==> src/rtl/ebike_sensor_pkg.sv <==
// Shared e-bike sensor types and constants.
// The assist-current logic downstream imports this package too.
package ebike_sensor_pkg;

  localparam int TORQUE_W = 12;
  localparam int CAD_W    = 5;

  typedef logic [TORQUE_W-1:0] torque_t;
  typedef logic [CAD_W-1:0]    cad_t;

  localparam cad_t CAD_MAX = 5'd31;

  // Add one edge to a cadence count, holding at CAD_MAX.
  function automatic cad_t cad_sat_add(input cad_t cnt, input logic inc);
    cad_t res;
    res = cnt;
    if (inc && (cnt != CAD_MAX)) begin
      res = cnt + cad_t'(1);
    end
    return res;
  endfunction

endpackage

==> src/rtl/cad_sync_edge.sv <==
// Two-flop synchronizer for the raw cadence pulse, plus a history flop
// that turns the synchronized level into a one-cycle rising-edge strobe.
module cad_sync_edge (
  input  logic clk,
  input  logic rst,
  input  logic d_async,
  output logic rise
);

  logic s1_q;
  logic s2_q;
  logic s3_q;

  always_ff @(posedge clk) begin
    if (rst) begin
      s1_q <= 1'b0;
      s2_q <= 1'b0;
      s3_q <= 1'b0;
    end else begin
      s1_q <= d_async;
      s2_q <= s1_q;
      s3_q <= s2_q;
    end
  end

  assign rise = s2_q & ~s3_q;

endmodule

==> src/rtl/pedal_sensor_cond.sv <==
// Pedal sensor conditioner: windowed cadence count, stall detection and
// a per-stroke exponential average of the torque sensor.
module pedal_sensor_cond
  import ebike_sensor_pkg::*;
#(
  parameter int CAD_WIN_W  = 22,
  parameter int NP_TIMEOUT = 25_000_000,
  parameter int AVG_SH     = 5
) (
  input  logic                clk,
  input  logic                rst,
  input  logic                cadence_raw,
  input  logic [TORQUE_W-1:0] torque,
  output logic [TORQUE_W-1:0] avg_torque,
  output logic [CAD_W-1:0]    cadence,
  output logic                not_pedaling,
  output logic                cad_upd
);

  localparam int IDLE_W = $clog2(NP_TIMEOUT + 1);
  localparam int ACC_W  = TORQUE_W + AVG_SH;

  localparam logic [IDLE_W-1:0] IDLE_MAX = IDLE_W'(NP_TIMEOUT);

  logic                 cad_rise;

  logic [CAD_WIN_W-1:0] win_q, win_d;
  logic                 win_term;
  cad_t                 cnt_q, cnt_d;
  cad_t                 cnt_inc;
  cad_t                 cadence_q, cadence_d;
  logic                 cad_upd_q, cad_upd_d;

  logic [IDLE_W-1:0]    idle_q, idle_d;
  logic                 np_q, np_d;

  torque_t              torque_q;
  logic [ACC_W-1:0]     acc_q, acc_d;
  torque_t              avg_q, avg_d;

  cad_sync_edge u_sync (
    .clk     (clk),
    .rst     (rst),
    .d_async (cadence_raw),
    .rise    (cad_rise)
  );

  // Window: an edge landing on the terminal cycle belongs to the ending window.
  always_comb begin
    win_d     = win_q + CAD_WIN_W'(1);
    win_term  = &win_q;
    cnt_inc   = cad_sat_add(cnt_q, cad_rise);
    cnt_d     = cnt_inc;
    cadence_d = cadence_q;
    cad_upd_d = 1'b0;
    if (win_term) begin
      cadence_d = cnt_inc;
      cnt_d     = '0;
      cad_upd_d = 1'b1;
    end
  end

  // Stall detect: comparing the next idle value makes not_pedaling rise
  // exactly NP_TIMEOUT cycles after the last edge; an edge always wins.
  always_comb begin
    idle_d = idle_q;
    np_d   = np_q;
    if (cad_rise) begin
      idle_d = '0;
      np_d   = 1'b0;
    end else begin
      if (idle_q != IDLE_MAX) begin
        idle_d = idle_q + IDLE_W'(1);
      end
      if (idle_d == IDLE_MAX) begin
        np_d = 1'b1;
      end
    end
  end

  // Accumulator holds avg << AVG_SH; the first stroke after a stall seeds it.
  always_comb begin
    acc_d = acc_q;
    if (cad_rise) begin
      if (np_q) begin
        acc_d = {torque_q, {AVG_SH{1'b0}}};
      end else begin
        acc_d = acc_q - (acc_q >> AVG_SH) + ACC_W'(torque_q);
      end
    end
    avg_d = acc_d[ACC_W-1:AVG_SH];
  end

  always_ff @(posedge clk) begin
    if (rst) begin
      win_q     <= '0;
      cnt_q     <= '0;
      cadence_q <= '0;
      cad_upd_q <= 1'b0;
      idle_q    <= '0;
      np_q      <= 1'b1;
      torque_q  <= '0;
      acc_q     <= '0;
      avg_q     <= '0;
    end else begin
      win_q     <= win_d;
      cnt_q     <= cnt_d;
      cadence_q <= cadence_d;
      cad_upd_q <= cad_upd_d;
      idle_q    <= idle_d;
      np_q      <= np_d;
      torque_q  <= torque;
      acc_q     <= acc_d;
      avg_q     <= avg_d;
    end
  end

  assign avg_torque   = avg_q;
  assign cadence      = cadence_q;
  assign not_pedaling = np_q;
  assign cad_upd      = cad_upd_q;

endmodule

==> config.mk <==
export PLATFORM = sky130hd
export DESIGN_NAME = pedal_sensor_cond
export DESIGN_NICKNAME = d
export VERILOG_FILES = /design/src/rtl/ebike_sensor_pkg.sv /design/src/rtl/cad_sync_edge.sv /design/src/rtl/pedal_sensor_cond.sv
export SDC_FILE = /design/constraint.sdc
export NUM_CORES = 1
export LEC_CHECK = 0
export BUFFER_PORTS_ARGS = -buffer_cell sky130_fd_sc_hd__buf_2
export CELL_PAD_IN_SITES_DETAIL_PLACEMENT = 1
export CELL_PAD_IN_SITES_GLOBAL_PLACEMENT = 2
export CORE_MARGIN = 10
export CORE_UTILIZATION = 37
export DETAILED_ROUTE_END_ITERATION = 8
export PLACE_DENSITY = 0.86
export SKIP_LAST_GASP = 1
export SYNTH_ARGS = -nofsm -noshare
export SYNTH_HDL_FRONTEND = slang
export SYNTH_HIERARCHICAL = 1
export SYNTH_SLANG_ARGS = --single-unit
==> constraint.sdc <==
create_clock -name clk -period 3.33 [get_ports clk]
set_input_delay 0.333 -clock clk [delete_from_list [all_inputs] [get_ports clk]]
set_output_delay 0.333 -clock clk [all_outputs]
set_load 0.02 [all_outputs]
* Word-level counts from Yosys, hierarchy flattened
Cells that the tools add are included.
W data, S select, Z words.
** Storage, ports and cells
- Flip-flop bits (word level) :: 91
- Output and inout bits :: 19
- Bits of input ports :: 15
- Logic and storage cells :: 34
** Operators by class
- Eq/ne operators :: 3
- Reductions and logical operators :: 5
- Add/sub/neg operators :: 5
- Muxes and demuxes :: 7
- Bitwise logic cells :: 2
** Operators by type and width (count)
- $mux W25 :: 2
- $add A25 B1 Y25 const B :: 1
- $eq A25 B25 Y1 const B :: 1
- $ne A25 B25 Y1 const B :: 1
- $add A22 B1 Y22 const B :: 1
- $reduce_and A22 Y1 :: 1
- $add A17 B12 Y17 :: 1
- $mux W17 :: 1
- $sub A17 B12 Y17 :: 1
- $add A5 B1 Y5 const B :: 1
- $mux W5 :: 1
- $ne A5 B5 Y1 const B :: 1
- $reduce_or A2 Y1 :: 2
- $mux W1 :: 3
- $reduce_bool A2 Y1 :: 1
- $and A1 B1 Y1 :: 1
- $logic_and A1 B1 Y1 :: 1
- $not A1 Y1 :: 1

* Logic depth before layout (Yosys ltp)
- Word-level depth :: 6
- Mapped depth :: 12
- Depth with buffers taken out :: 12

* Hierarchy
The synthesis kept the hierarchy.
** Modules (own cells, without submodules)
- pedal_sensor_cond :: instances 1, seq. area each 1761.7 um^2, cells an instance 600, area each 4954.8 um^2
- cad_sync_edge :: instances 1, seq. area each 60.1 um^2, cells an instance 7, area each 87.6 um^2

* Least setup slack after synthesis
Ideal clock, no wire load.
- Path type :: register -> register
- Start point :: reg acc_q[6]
- End point :: reg acc_q[10]
- Library setup time :: 0.137 ns
- Required time :: 3.193 ns
- Cell stages (with the launch flop) :: 11
- Period minus slack after synthesis :: 2.731 ns
- Path buffers :: 0
- Path slack :: 0.599 ns
- Arrival :: 2.593 ns
- Cells stage by stage :: dfxtp_1 > fa_1 > inv_1 > fa_1 > a21oi_1 > a2bb2oi_1 > a211oi_1 > o21a_1 > o31a_1 > a221oi_1 > a211oi_1
** Between the ends
- Longest elaborated chain between the ends :: 3
** Ends and longest elaborated chain
- start, declared :: RTL line pedal_sensor_cond.sv:38 : logic [ACC_W-1:0] acc_q, acc_d;
- start signal, assigned :: RTL line pedal_sensor_cond.sv:103 : acc_q <= '0;
- start signal, assigned :: RTL line pedal_sensor_cond.sv:113 : acc_q <= acc_d;
- $sub A17 B12 Y17 :: RTL line pedal_sensor_cond.sv:88 : acc_d = acc_q - (acc_q >> AVG_SH) + ACC_W'(torque_q);
- $add A17 B12 Y17 :: RTL line pedal_sensor_cond.sv:88
- $mux W17 :: RTL line pedal_sensor_cond.sv:85 : if (np_q) begin
No other way between the ends.
A chain may end at the register's enable or synchronous reset.

* Worst setup path after layout
- Start point :: reg torque_q[1]
- End point :: reg acc_q[14]
** Between the ends
- Longest elaborated chain between the ends :: 2
** Ends and longest elaborated chain
- start, declared :: RTL line pedal_sensor_cond.sv:37 : torque_t torque_q;
- start signal, assigned :: RTL line pedal_sensor_cond.sv:112 : torque_q <= torque;
- $add A17 B12 Y17 :: RTL line pedal_sensor_cond.sv:88
- $mux W17 :: RTL line pedal_sensor_cond.sv:85
No other way between the ends.

==> impl_metrics.json <==
{
  "drive_gt1_share_pct": 10.38,
  "period_needed_ps": 3079,
  "antenna_left": 0,
  "dieArea_um2": 18700,
  "grt_pass1_vias": 4378,
  "dp_hpwl_mm": 9.701,
  "cp.arrival_ps": 3330,
  "antenna_found_initial": 0,
  "wl_per_cell_um": 16.13,
  "drt-pass1-iter-count": 4,
  "grt_use_met2_pct": 26.09,
  "ys_seq_area_share_pct": 36.13,
  "slew_headroom_pct": 49.07,
  "end_kind": "register",
  "switching_share_pct": 28.52,
  "netlist_area_um2": 5042,
  "start_util_pct": 37.93,
  "worst_ep_required_time_ps": 3590,
  "p_leak_nw": 2.246,
  "gp_congestion": 0.8441,
  "cts_max_level": 3,
  "crit_path_start_kind": "register",
  "vias": 4094,
  "cts_made_buffers": 9,
  "met3_usage_pct": 3.996,
  "synth_cell_types": 58,
  "crit_path_max_fanout": 3,
  "gr-total-overflow": 0,
  "synth-edff-count": 0,
  "nNetsFinal": 670,
  "timing.fmax_mhz": 324.7,
  "worstMarginPinSlew_ps": 762.9,
  "cts_tree": "done",
  "vias_per_cell": 5.105,
  "power.share.clock_pct": 40.9,
  "clk_latency_ps": 350,
  "combinationalPowerShare_pct": 16.7,
  "drtIter0Drc": 228,
  "busiest_layer": "met2",
  "io_buffer_count": 33,
  "synthFlopType": "dfxtp_1",
  "syn_nets": 656,
  "core_um2": 13300,
  "grt_max_degree": 32,
  "p_seq_share_pct": 42.4,
  "clock_sinks": 91,
  "route.detailed.drc": 0,
  "hold_path.class": "in2reg",
  "pin_count": 34,
  "finalCritPeriodShare_pct": 92.48,
  "final.setup.tns_ps": 0,
  "setup_violations": 0,
  "wl_mm": 12.93,
  "grt_pass1_wl_mm": 21.51,
  "cts.path.max_buffers": 2,
  "yosysWarnings": 6,
  "diodes": 0,
  "ys_ff_latch": 91,
  "cts-root-buf": "clkbuf_16",
  "run_status": "finished clean",
  "met1_usage_pct": 16.09,
  "critPathKind": "reg2reg",
  "ir_drop_mv": 0.2976,
  "async_flop_share_pct": 0,
  "finalHoldViolations": 0,
  "fp.dieH_um": 136.7,
  "clkSlewWorstSetupHoldPaths_ps": 70,
  "grt_usage_pct": 14.44,
  "final_cell_count_no_fill": 802,
  "intPower_w": 0.001917,
  "dp.cells": 786,
  "timing.max_cap.violations": 0,
  "skew_ps": 7.870,
  "power_density_nw_per_um2": 479.2,
  "area_growth_pct": 10.97,
  "p_switching_w": 0.0007647,
  "rsz0062_at_grt": "no",
  "row_count": 42,
  "netlist_instances": 607,
  "avgSynthCellArea_um2": 8.307,
  "die_width_um": 136.7,
  "final_max_slew_viol_count": 0
}
## kinds of logic after synthesis
group | count (synthesis) | share of synthesized area (%)
buffers and inverters | 93 | 8.015
adder cells (fa/ha/maj) | 34 | 10.22
AND/OR/NAND/NOR | 231 | 22.83
multiplexers | 4 | 0.8189
flip-flops | 91 | 36.13
AO/OA/AOI/OAI | 101 | 12.78
XOR/XNOR | 53 | 9.206
## Yosys cell counts (3+ instances only)
| library cell | n | area share (%) |
|---|---|---|
| dfxtp_1 | 91 | 36 |
| nor2_1 | 74 | 5.5 |
| inv_1 | 60 | 4.5 |
| nand2_1 | 46 | 3.4 |
| xor2_1 | 31 | 5.4 |
| a21oi_1 | 26 | 2.6 |
| o21ai_0 | 26 | 2.6 |
| ha_1 | 22 | 5.5 |
| xnor2_1 | 22 | 3.8 |
| nand3_1 | 21 | 2.1 |
| nor2b_1 | 19 | 2.4 |
| clkbuf_1 | 16 | 1.2 |
| nor3_1 | 15 | 1.5 |
| buf_4 | 14 | 2.1 |
| fa_1 | 12 | 4.8 |
| nand4_1 | 10 | 1.2 |
| nor4_1 | 8 | 0.99 |
| or3_1 | 8 | 0.99 |
| a211oi_1 | 7 | 1.0 |
| a21o_1 | 7 | 1.0 |
| and3_1 | 6 | 0.74 |
| o22ai_1 | 6 | 0.74 |
| o21a_1 | 4 | 0.60 |
| o31ai_1 | 4 | 0.60 |
| and4_1 | 3 | 0.52 |
| mux2i_1 | 3 | 0.60 |
| nand2b_1 | 3 | 0.37 |
| or2_2 | 3 | 0.37 |
## path summary, 6_finish.rpt
| check | to | slack (ps) | cells past startpoint | startpoint |
|---|---|---|---|---|
| hold / removal | torque_q[9]$_SDFF_PP0_ | 180 | 2 | torque[9] |
| setup / recovery | acc_q[14]$_SDFFE_PP0P_ | 250 | 11 | torque_q[1]$_SDFF_PP0_ |
| hold reg to reg | u_sync/s2_q$_SDFF_PP0_ | 460 | 1 | u_sync/s1_q$_SDFF_PP0_ |
| setup reg to reg | acc_q[14]$_SDFFE_PP0P_ | 250 | 11 | torque_q[1]$_SDFF_PP0_ |
## layout by cell type, fill, tap and decap left out, drive strengths merged, types with 7 or more instances in the layout
cell / count
dfxtp: 91
nor2: 74
inv: 64
nand2: 46
buf: 36
xor2: 31
o21ai: 26
a21oi: 26
xnor2: 22
ha: 22
nand3: 22
nor2b: 20
nor3: 15
fa: 12
nand4: 11
clkbuf: 10
nor4: 9
or3: 8
a21o: 7
a211oi: 7
## per-stage QoR
stage | worst slack (ps) | util (%) | area [um2] | total power (W) | hold WS, ps
3_5_place_dp | 248.7 | 39.65 | 5271 | 0.001606 | 443.9
6_report | 250.6 | 42.09 | 5595 | 0.002681 | 184.7
5_1_grt | 24.77 | 42.09 | 5595 | 0.002822 | 192.0
2_1_floorplan | 599.4 | - | 5042 | 0.001502 | 404.6
4_1_cts | 231.6 | 42.03 | 5588 | 0.002718 | 176.3
3_3_place_gp | 401.3 | 39.65 | 5271 | 0.001592 | 428.7
## metal layers
layer	vias to the layer above	share of wire (%)	wire (um)
li1	2061	-	-
met1	1950	44	5671
met2	61	51	6534
met3	22	3.7	480
met4	0	1.9	248
met5	-	0	0
## timing repair
| action | CTS | global route |
|---|---|---|
| gates resized for setup | 0 | 1 |
| hold buffers | 0 | 0 |
| endpoints found under the setup margin | 0 | 1 |
| buffers inserted | 0 | 0 |
## area by class of cell
cell class / count / area, um2
timing repair buffer: 36 / 187.7
inverter: 60 / 225.2
multi-input combinational: 423 / 2824
sequential: 91 / 1822
tap: 176 / 220.2
fill: 1607 / 7700
clock inverter: 6 / 77.57
clock buffer: 10 / 239.0
## worst max-delay path: stages (launching register included)
cell and delay (ps):
dfxtp_1 340, inv_1 70, fa_1 510, inv_1 70, fa_1 470, a21oi_1 250, a2bb2oi_1 270, a21o_1 180
o211a_1 220, o21ai_0 110, and4_1 220, nor4_1 280
## power by group through the flow
stage                     clock network [W]  logic [W]  registers, W
final                               0.00110   0.000448       0.00114
after global routing                0.00118   0.000501       0.00114
after CTS                           0.00113   0.000447       0.00114
after detailed placement                  0   0.000443       0.00116
after global placement                    0   0.000431       0.00116
after floorplan                           0   0.000350       0.00115
## flip-flops by register name, summed over array words and instances (netlist names)
| signal | count |
|---|---|
| not_pedaling | 1 |
| win_q | 22 |
| idle_q | 25 |
| cad_upd | 1 |
| acc_q | 17 |
| cnt_q | 5 |
| torque_q | 12 |
| cadence | 5 |
| u_sync/s3_q | 1 |
| u_sync/s1_q | 1 |
| u_sync/s2_q | 1 |
(Power assumes the default switching activity.)
